==> src/rtl/muldiv_pkg.sv <==
// Shared types for the RV64M multiply/divide unit.
// Defining MULDIV_WORD_EN adds the RV64 word (W-suffix) functions.
package common;
  typedef logic [63:0] u64;
endpackage

package pipes;
  import common::*;

  typedef enum logic [3:0] {
    MD_MUL  = 4'd0,
    MD_DIV  = 4'd1,
    MD_DIVU = 4'd2,
    MD_REM  = 4'd3,
    MD_REMU = 4'd4
`ifdef MULDIV_WORD_EN
    ,
    MD_MULW  = 4'd5,
    MD_DIVW  = 4'd6,
    MD_DIVUW = 4'd7,
    MD_REMW  = 4'd8,
    MD_REMUW = 4'd9
`endif
  } mdfunc_t;

  typedef enum logic [1:0] {MD_IDLE, MD_BUSY, MD_DONE} md_state_t;

  // Per-operation control bits, decoded once at accept and held while busy.
  typedef struct packed {
    logic mul;
    logic rem;
    logic sgn;
    logic word;
  } md_dec_t;

  function automatic md_dec_t md_decode(mdfunc_t f);
    md_dec_t d;
    d = '0;
    case (f)
      MD_DIV:   d.sgn = 1'b1;
      MD_DIVU:  d = '0;
      MD_REM:   begin d.rem = 1'b1; d.sgn = 1'b1; end
      MD_REMU:  d.rem = 1'b1;
`ifdef MULDIV_WORD_EN
      MD_MULW:  begin d.mul = 1'b1; d.word = 1'b1; end
      MD_DIVW:  begin d.sgn = 1'b1; d.word = 1'b1; end
      MD_DIVUW: d.word = 1'b1;
      MD_REMW:  begin d.rem = 1'b1; d.sgn = 1'b1; d.word = 1'b1; end
      MD_REMUW: begin d.rem = 1'b1; d.word = 1'b1; end
`endif
      default:  d.mul = 1'b1;
    endcase
    return d;
  endfunction

  function automatic u64 sext32(logic [31:0] x);
    return {{32{x[31]}}, x};
  endfunction
endpackage

==> src/rtl/divider.sv <==
// Iterative restoring unsigned divider: one quotient bit per clock, len bits per operation.
module divider #(
  parameter int W = 64
) (
  input  logic             clk,
  input  logic             resetn,
  input  logic             start,
  input  logic [W-1:0]     dividend,
  input  logic [W-1:0]     divisor,
  input  logic [$clog2(W):0] len,
  output logic [W-1:0]     quo,
  output logic [W-1:0]     rem,
  output logic             done
);
  localparam int CW = $clog2(W) + 1;

  logic [CW-1:0] cnt, lim;
  logic [W-1:0]  dsr;
  logic [W:0]    trial, diff;

  assign trial = {rem, quo[W-1]};
  assign diff  = trial - {1'b0, dsr};
  assign done  = (cnt == lim);

  // NOTE: clocked state uses non-blocking assignments so every register samples pre-edge values.
  always_ff @(posedge clk or negedge resetn) begin
    if (!resetn) begin
      quo <= '0;
      rem <= '0;
      dsr <= '0;
      cnt <= '0;
      lim <= '0;
    end else if (start) begin
      quo <= dividend;
      rem <= '0;
      dsr <= divisor;
      cnt <= '0;
      lim <= len;
    end else if (!done) begin
      cnt <= cnt + 1'b1;
      if (diff[W]) begin
        rem <= trial[W-1:0];
        quo <= {quo[W-2:0], 1'b0};
      end else begin
        rem <= diff[W-1:0];
        quo <= {quo[W-2:0], 1'b1};
      end
    end
  end
endmodule

==> src/rtl/muldiv.sv <==
// Multi-cycle RV64M multiply/divide unit with valid/ready in and out and flush abort.
// Word functions are present only when MULDIV_WORD_EN is defined.
module muldiv
  import common::*;
  import pipes::*;
#(
  parameter int ITER = 64
) (
  input  logic    clk,
  input  logic    resetn,
  input  logic    flush,
  input  logic    in_valid,
  output logic    in_ready,
  input  u64      a,
  input  u64      b,
  input  mdfunc_t func,
  output logic    out_valid,
  input  logic    out_ready,
  output u64      c
);
  localparam int            CW   = $clog2(ITER) + 1;
  localparam logic [CW-1:0] FULL = CW'(ITER);
  localparam logic [CW-1:0] HALF = CW'(ITER / 2);

  md_state_t     state;
  md_dec_t       dec, op;
  logic [CW-1:0] cnt, len;
  logic          special, neg_q, neg_r;
  u64            mcand, mplier, acc;

  logic    accept, a_neg, b_neg, b_zero, ovf, special_c, div_done, finish;
  u64      a_ext, b_ext, a_mag, b_mag, div_a, min_val, spec_val;
  u64      div_quo, div_rem, q_fix, r_fix, raw, result;

  // Operand conditioning at accept: width/sign extension, magnitudes, special cases.
  assign dec    = md_decode(func);
  assign accept = (state == MD_IDLE) & in_valid & ~flush;
  assign a_ext  = !dec.word ? a : (dec.sgn ? sext32(a[31:0]) : {32'b0, a[31:0]});
  assign b_ext  = !dec.word ? b : (dec.sgn ? sext32(b[31:0]) : {32'b0, b[31:0]});
  assign a_neg  = dec.sgn & a_ext[63];
  assign b_neg  = dec.sgn & b_ext[63];
  assign a_mag  = a_neg ? -a_ext : a_ext;
  assign b_mag  = b_neg ? -b_ext : b_ext;
  // Word dividends sit in the upper half so ITER/2 steps leave the quotient in quo[31:0].
  assign div_a  = dec.word ? (a_mag << (ITER / 2)) : a_mag;

  assign min_val   = dec.word ? 64'hFFFF_FFFF_8000_0000 : 64'h8000_0000_0000_0000;
  assign b_zero    = (b_ext == '0);
  assign ovf       = dec.sgn & (a_ext == min_val) & (b_ext == '1);
  assign special_c = ~dec.mul & (b_zero | ovf);
  assign spec_val  = b_zero ? (dec.rem ? (dec.word ? sext32(a[31:0]) : a) : '1)
                            : (dec.rem ? '0 : a_ext);

  divider #(.W(ITER)) u_div (
    .clk      (clk),
    .resetn   (resetn),
    .start    (accept),
    .dividend (div_a),
    .divisor  (b_mag),
    .len      (dec.word ? HALF : FULL),
    .quo      (div_quo),
    .rem      (div_rem),
    .done     (div_done)
  );

  // Writeback: sign fix for division, then sign-extend word results.
  assign q_fix  = neg_q ? -div_quo : div_quo;
  assign r_fix  = neg_r ? -div_rem : div_rem;
  assign raw    = op.mul ? acc : (op.rem ? r_fix : q_fix);
  assign result = op.word ? sext32(raw[31:0]) : raw;
  // cnt runs 0..len-1 while iterating; reaching len marks the writeback edge.
  assign finish = special | ((cnt == len) & (op.mul | div_done));

  // NOTE: datapath registers are reset as well, so c and the operand copies read 0, never X, after reset.
  always_ff @(posedge clk or negedge resetn) begin
    if (!resetn) begin
      state     <= MD_IDLE;
      in_ready  <= 1'b1;
      out_valid <= 1'b0;
      c         <= '0;
      cnt       <= '0;
      len       <= '0;
      op        <= '0;
      special   <= 1'b0;
      neg_q     <= 1'b0;
      neg_r     <= 1'b0;
      mcand     <= '0;
      mplier    <= '0;
      acc       <= '0;
    end else if (flush) begin
      state     <= MD_IDLE;
      in_ready  <= 1'b1;
      out_valid <= 1'b0;
      c         <= '0;
      cnt       <= '0;
      special   <= 1'b0;
    end else begin
      case (state)
        MD_IDLE: begin
          if (in_valid) begin
            state    <= MD_BUSY;
            in_ready <= 1'b0;
            op       <= dec;
            cnt      <= '0;
            len      <= dec.word ? HALF : FULL;
            special  <= special_c;
            neg_q    <= a_neg ^ b_neg;
            neg_r    <= a_neg;
            mcand    <= a_ext;
            mplier   <= b_ext;
            acc      <= special_c ? spec_val : '0;
          end
        end
        MD_BUSY: begin
          if (finish) begin
            state     <= MD_DONE;
            out_valid <= 1'b1;
            c         <= special ? acc : result;
          end else begin
            cnt <= cnt + 1'b1;
            if (op.mul) begin
              if (mplier[0]) acc <= acc + mcand;
              mcand  <= mcand << 1;
              mplier <= mplier >> 1;
            end
          end
        end
        MD_DONE: begin
          if (out_ready) begin
            state     <= MD_IDLE;
            out_valid <= 1'b0;
            in_ready  <= 1'b1;
          end
        end
        default: begin
          state    <= MD_IDLE;
          in_ready <= 1'b1;
        end
      endcase
    end
  end
endmodule
==> config.mk <==
export PLATFORM = sky130hd
export DESIGN_NAME = muldiv
export DESIGN_NICKNAME = d
export VERILOG_FILES = /design/src/rtl/muldiv_pkg.sv /design/src/rtl/divider.sv /design/src/rtl/muldiv.sv
export SDC_FILE = /design/constraint.sdc
export NUM_CORES = 2
export LEC_CHECK = 0
export BUFFER_PORTS_ARGS = -buffer_cell sky130_fd_sc_hd__buf_2
export CORE_MARGIN = 5
export CORE_UTILIZATION = 60
export CTS_CLUSTER_SIZE = 30
export DETAILED_ROUTE_END_ITERATION = 10
export HOLD_SLACK_MARGIN = 0.1
export PLACE_DENSITY = 0.91
export SYNTH_ARGS = -nofsm -noshare
export SYNTH_HDL_FRONTEND = slang
export SYNTH_SLANG_ARGS = --single-unit
==> constraint.sdc <==
create_clock -name clk -period 4.85 [get_ports clk]
set_clock_uncertainty 0.05 [all_clocks]
set_input_delay 0.7275 -clock clk [delete_from_list [all_inputs] [get_ports clk]]
set_output_delay 0.7275 -clock clk [all_outputs]
set_load 0.02 [all_outputs]
==> impl_summary.md <==
Synth
By area the synthesized netlist is led by sky130_fd_sc_hd__dfrtp_1, sky130_fd_sc_hd__nand2_1, sky130_fd_sc_hd__o21ai_0. The synthesized netlist devotes 25.10% of its cell area to compound gates. The cell type with the highest aggregate area in the netlist is sky130_fd_sc_hd__dfrtp_1. In this run the cell area of the synthesized design comes to 34,790 sq um.

Counting every net in the synthesized netlist gives 4,838. The count of unique library cells instantiated by Yosys is 83. In the synthesized netlist the dominant register cell turns out to be sky130_fd_sc_hd__dfrtp_1. The proportion of register bits with asynchronous set or reset after synthesis is between 90% and 100%. The flip-flop and latch count after synthesis is approximately 470.

After synthesis, the largest family of logic cells by area is compound AO/OA/AOI/OAI gates. After synthesis, the mean cell area works out to between 7 and 8 sq um. The proportion of netlist area held by the largest area contributor is around 34%.

The share of the yosys chip area belonging to registers is between 30% and 40%. The synthesized netlist devotes between 8 and 9% of its cell area to XOR and XNOR gates. During synthesis, Yosys emitted a total of 0 warnings. Of the total synthesized cell area, the portion taken by full adders, half adders and majority gates is 5.006%. Multiplexer cells account for less than 1% of the synthesized area. In this run, synthesis inferred 0 flip-flops with an integrated enable. Of the total synthesized cell area, the portion taken by AND, OR, NAND and NOR gates is approximately 22%. The synthesized netlist cell count is 4,563.

Die
The core area is ~58,000 sq um. The effective utilization at floorplan is roughly three fifths. The height of the chip is 250.8 um. The die boundary width is between 200 and 300 um. In this run the count of I/O pins placed on the die edge is 203. In this run the core area contains 88 standard-cell rows.

The floorplan step defined a die boundary enclosing 62,900 sq um.

Power and ir drop
The design draws roughly 0.026 W. The power density over the cells is a little under 700 nW/um^2. In this run the static leakage power is 16.27 nW.

The worst-case IR drop observed on VDD is around 500 uV.

Status
The flow ran to the end, and the final reports show no timing, DRC or antenna violations.

Timing
The hold slack is around 0.12 ns. The final-report max-slew violation count is 0. Setup repair after global routing left no endpoint under its margin. The remaining max-slew budget at the tightest pin is 20.85%.

Adding up every negative setup slack in the final design gives 0 ns. Counting I/O delays and the setup requirement, the final critical path takes about 4.4 ns. The transition time of the tightest slew-check pin is roughly 1.2 ns. The total count of hold-check failures in the final report was 0.

For this run, the top clock speed supported by timing is 225.5 MHz. The final setup violation count is 0. The final critical path takes up about nine tenths of the cycle.

Worst setup path
Counting both buffers and inverters, the worst setup path holds a total of 0. The kind of capture point of the worst setup path is a flip-flop. The largest single stage delay on the critical path is a little over 0.6 ns. The worst register-to-register path has a depth of 11. The slowest library cell on the worst path is sky130_fd_sc_hd__o31ai_1. Of all nets on the critical path, the largest fanout is 8.

The path length in cells of the critical path is 11. The worst setup path is launched from a flip-flop. The signal on the critical path passes through or4_4 > nor4_1 > or4b_4 > or2_1 > nor3_1 > nand3_1 > o31ai_1 > xnor2_1 > nor2_1 > a21oi_1 > o21ai_0. Data arrives at the worst endpoint at between 4 and 5 ns. The critical path in this run is classified as reg -> reg.

The worst path required time is around 5.3 ns. The family with the most delay on the worst path is simple AND/OR/NAND/NOR gates.

CTS
The number of levels the H-tree was split into is 2. The TritonCTS clock tree is yes. After clock tree synthesis, the clock-pin slew on the worst setup and hold paths is approximately 0.070 ns. The buffers inserted during post-CTS setup optimization is 0. The number of buffers on the longest clock path is 3. The post-cts repair resize count is 0. The total clock buffers created by CTS is 52. CTS saw 472 sinks. The clock root buffer is sky130_fd_sc_hd__clkbuf_16. For the worst-skew pair, the clock arrives at the later sink with an insertion delay of 0.63 ns. Hold repair after CTS inserted 0 buffers.

Placement
The number of port buffers is ~200. The routability congestion estimate from global placement is approximately 1.0. The detailed-placement wirelength estimate is around 82,000 um.

Global route
The first global-routing pass estimated 177,900 um of wire. Entering global routing, the biggest net connects 127 pins. The total track usage is between 30% and 40%. The number of global-route vias before repair came to 32,800.

For this run the aggregate overflow at the end of global routing stands at 0. The initial antenna violation count is 8.

Finish
In the layout the commonest cells are sky130_fd_sc_hd__nand2_1, sky130_fd_sc_hd__dfrtp_1, sky130_fd_sc_hd__nor2_1. The commonest non-fill, non-tap cell in the layout is sky130_fd_sc_hd__nand2_1. The proportion of layout cells with a drive suffix above 1 is ~8.6%. Summing all multi-input logic gate instances after layout gives 21,510 sq um. The layout-stage area growth over the synthesis result is 9.537%. The sequential cells in the finished layout cover a total of 11,820 sq um.

The net count of the finished layout is roughly 5,000. The filler cell count in the final layout is ~4,600.

Routing
After detailed routing, the number of remaining DRC violations is 0. Once detail routing completed, the nets flagged for antenna violations numbered 0. The routed wirelength normalized by instance count is 20.92 um. The number of vias per cell is approximately 6.6.

Summed over all layers, the routed wires come to about 110,000 um. After the first detailed-routing iteration, the DRC count stood at between 4,000 and 5,000. The first-pass detailed-route iteration total is 9.

The total number of vias is 35,620.

Job
The number of max-cap violations is 0.

Worst hold path
The min-delay analysis places its worst path in the category in -> async.
[cell families after synthesis]
| logic type | Yosys count |
|---|---|
| and+or+nand+nor | 1746 |
| adders and majority gates | 138 |
| buffers and inverters | 417 |
| muxes | 11 |
| xor gates and xnor gates | 355 |
| AOI/OAI and AO/OA | 1424 |
| DFF | 472 |
[Yosys cell counts (55+ instances only)]
master                     number
sky130_fd_sc_hd__a21o_1        86
sky130_fd_sc_hd__a21oi_1      312
sky130_fd_sc_hd__a31oi_1      272
sky130_fd_sc_hd__clkbuf_1     267
sky130_fd_sc_hd__dfrtp_1      471
sky130_fd_sc_hd__ha_1         136
sky130_fd_sc_hd__inv_1        125
sky130_fd_sc_hd__nand2_1      826
sky130_fd_sc_hd__nand3_1       70
sky130_fd_sc_hd__nand4_1       55
sky130_fd_sc_hd__nor2_1       461
sky130_fd_sc_hd__nor3_1        67
sky130_fd_sc_hd__o21ai_0      399
sky130_fd_sc_hd__o31ai_1       63
sky130_fd_sc_hd__xnor2_1      203
sky130_fd_sc_hd__xor2_1       152
[power by group]
group / switching [W] / internal (W)
Combinational: 0.00910 / 0.00605
Clock: 0.00175 / 0.00241
Sequential: 0.00178 / 0.00537
[path summary, 6_finish.rpt]
check                      slack (ns)                endpoint                      start
max                              0.41       c[63]$_DFFE_PN0P_  u_div.quo[16]$_DFFE_PN0P_
min                              0.12  mplier[35]$_DFFE_PN0P_                     resetn
max reg2reg                      0.41       c[63]$_DFFE_PN0P_  u_div.quo[16]$_DFFE_PN0P_
min reg2reg                      0.42       c[36]$_DFFE_PN0P_          c[36]$_DFFE_PN0P_
max in group asynchronous        3.45    in_ready$_DFFE_PN1P_                     resetn
min in group clk                 0.34  mplier[22]$_DFFE_PN0P_                      b[22]
[per-stage QoR]
step / std cells / setup WS, ns / instance area, sq um / utilization, %
finish: 5395 / 0.4147 / 38110 / 66.18
global route: 5395 / 0.2342 / 38110 / 66.18
CTS: 5387 / 0.4644 / 38090 / 66.14
detailed placement: 5293 / 0.5629 / 36320 / 63.08
global placement: 5293 / 0.6156 / 36320 / 63.08
floorplan: 4563 / 1.204 / 34790 / -
[cell type report]
type                            count  area share [%]
Multi-Input combinational cell   3674           56.44
Sequential cell                   472           31.01
Timing Repair Buffer              257           4.124
Clock buffer                       68           3.861
Tap cell                          765           2.512
Inverter                          125           1.231
Clock inverter                     26          0.7716
Antenna cell                        8         0.05253
[routing by layer]
layer	up-vias	GRT usage, %	wire, um
met5	-	0	0
met4	0	17.56	7341
met3	466	7.532	13140
met2	2249	52.04	49010
met1	16640	46.24	43400
li1	16270	-	-
[registers in the layout, summed over array words and instances (netlist names), 7 cells and up]
signal and count:
mplier 64, c 64, u_div.rem 64, mcand 64
acc 64, u_div.quo 64, u_div.dsr 64, u_div.cnt 7
cnt 7
Power figures use the tool's default switching activity.
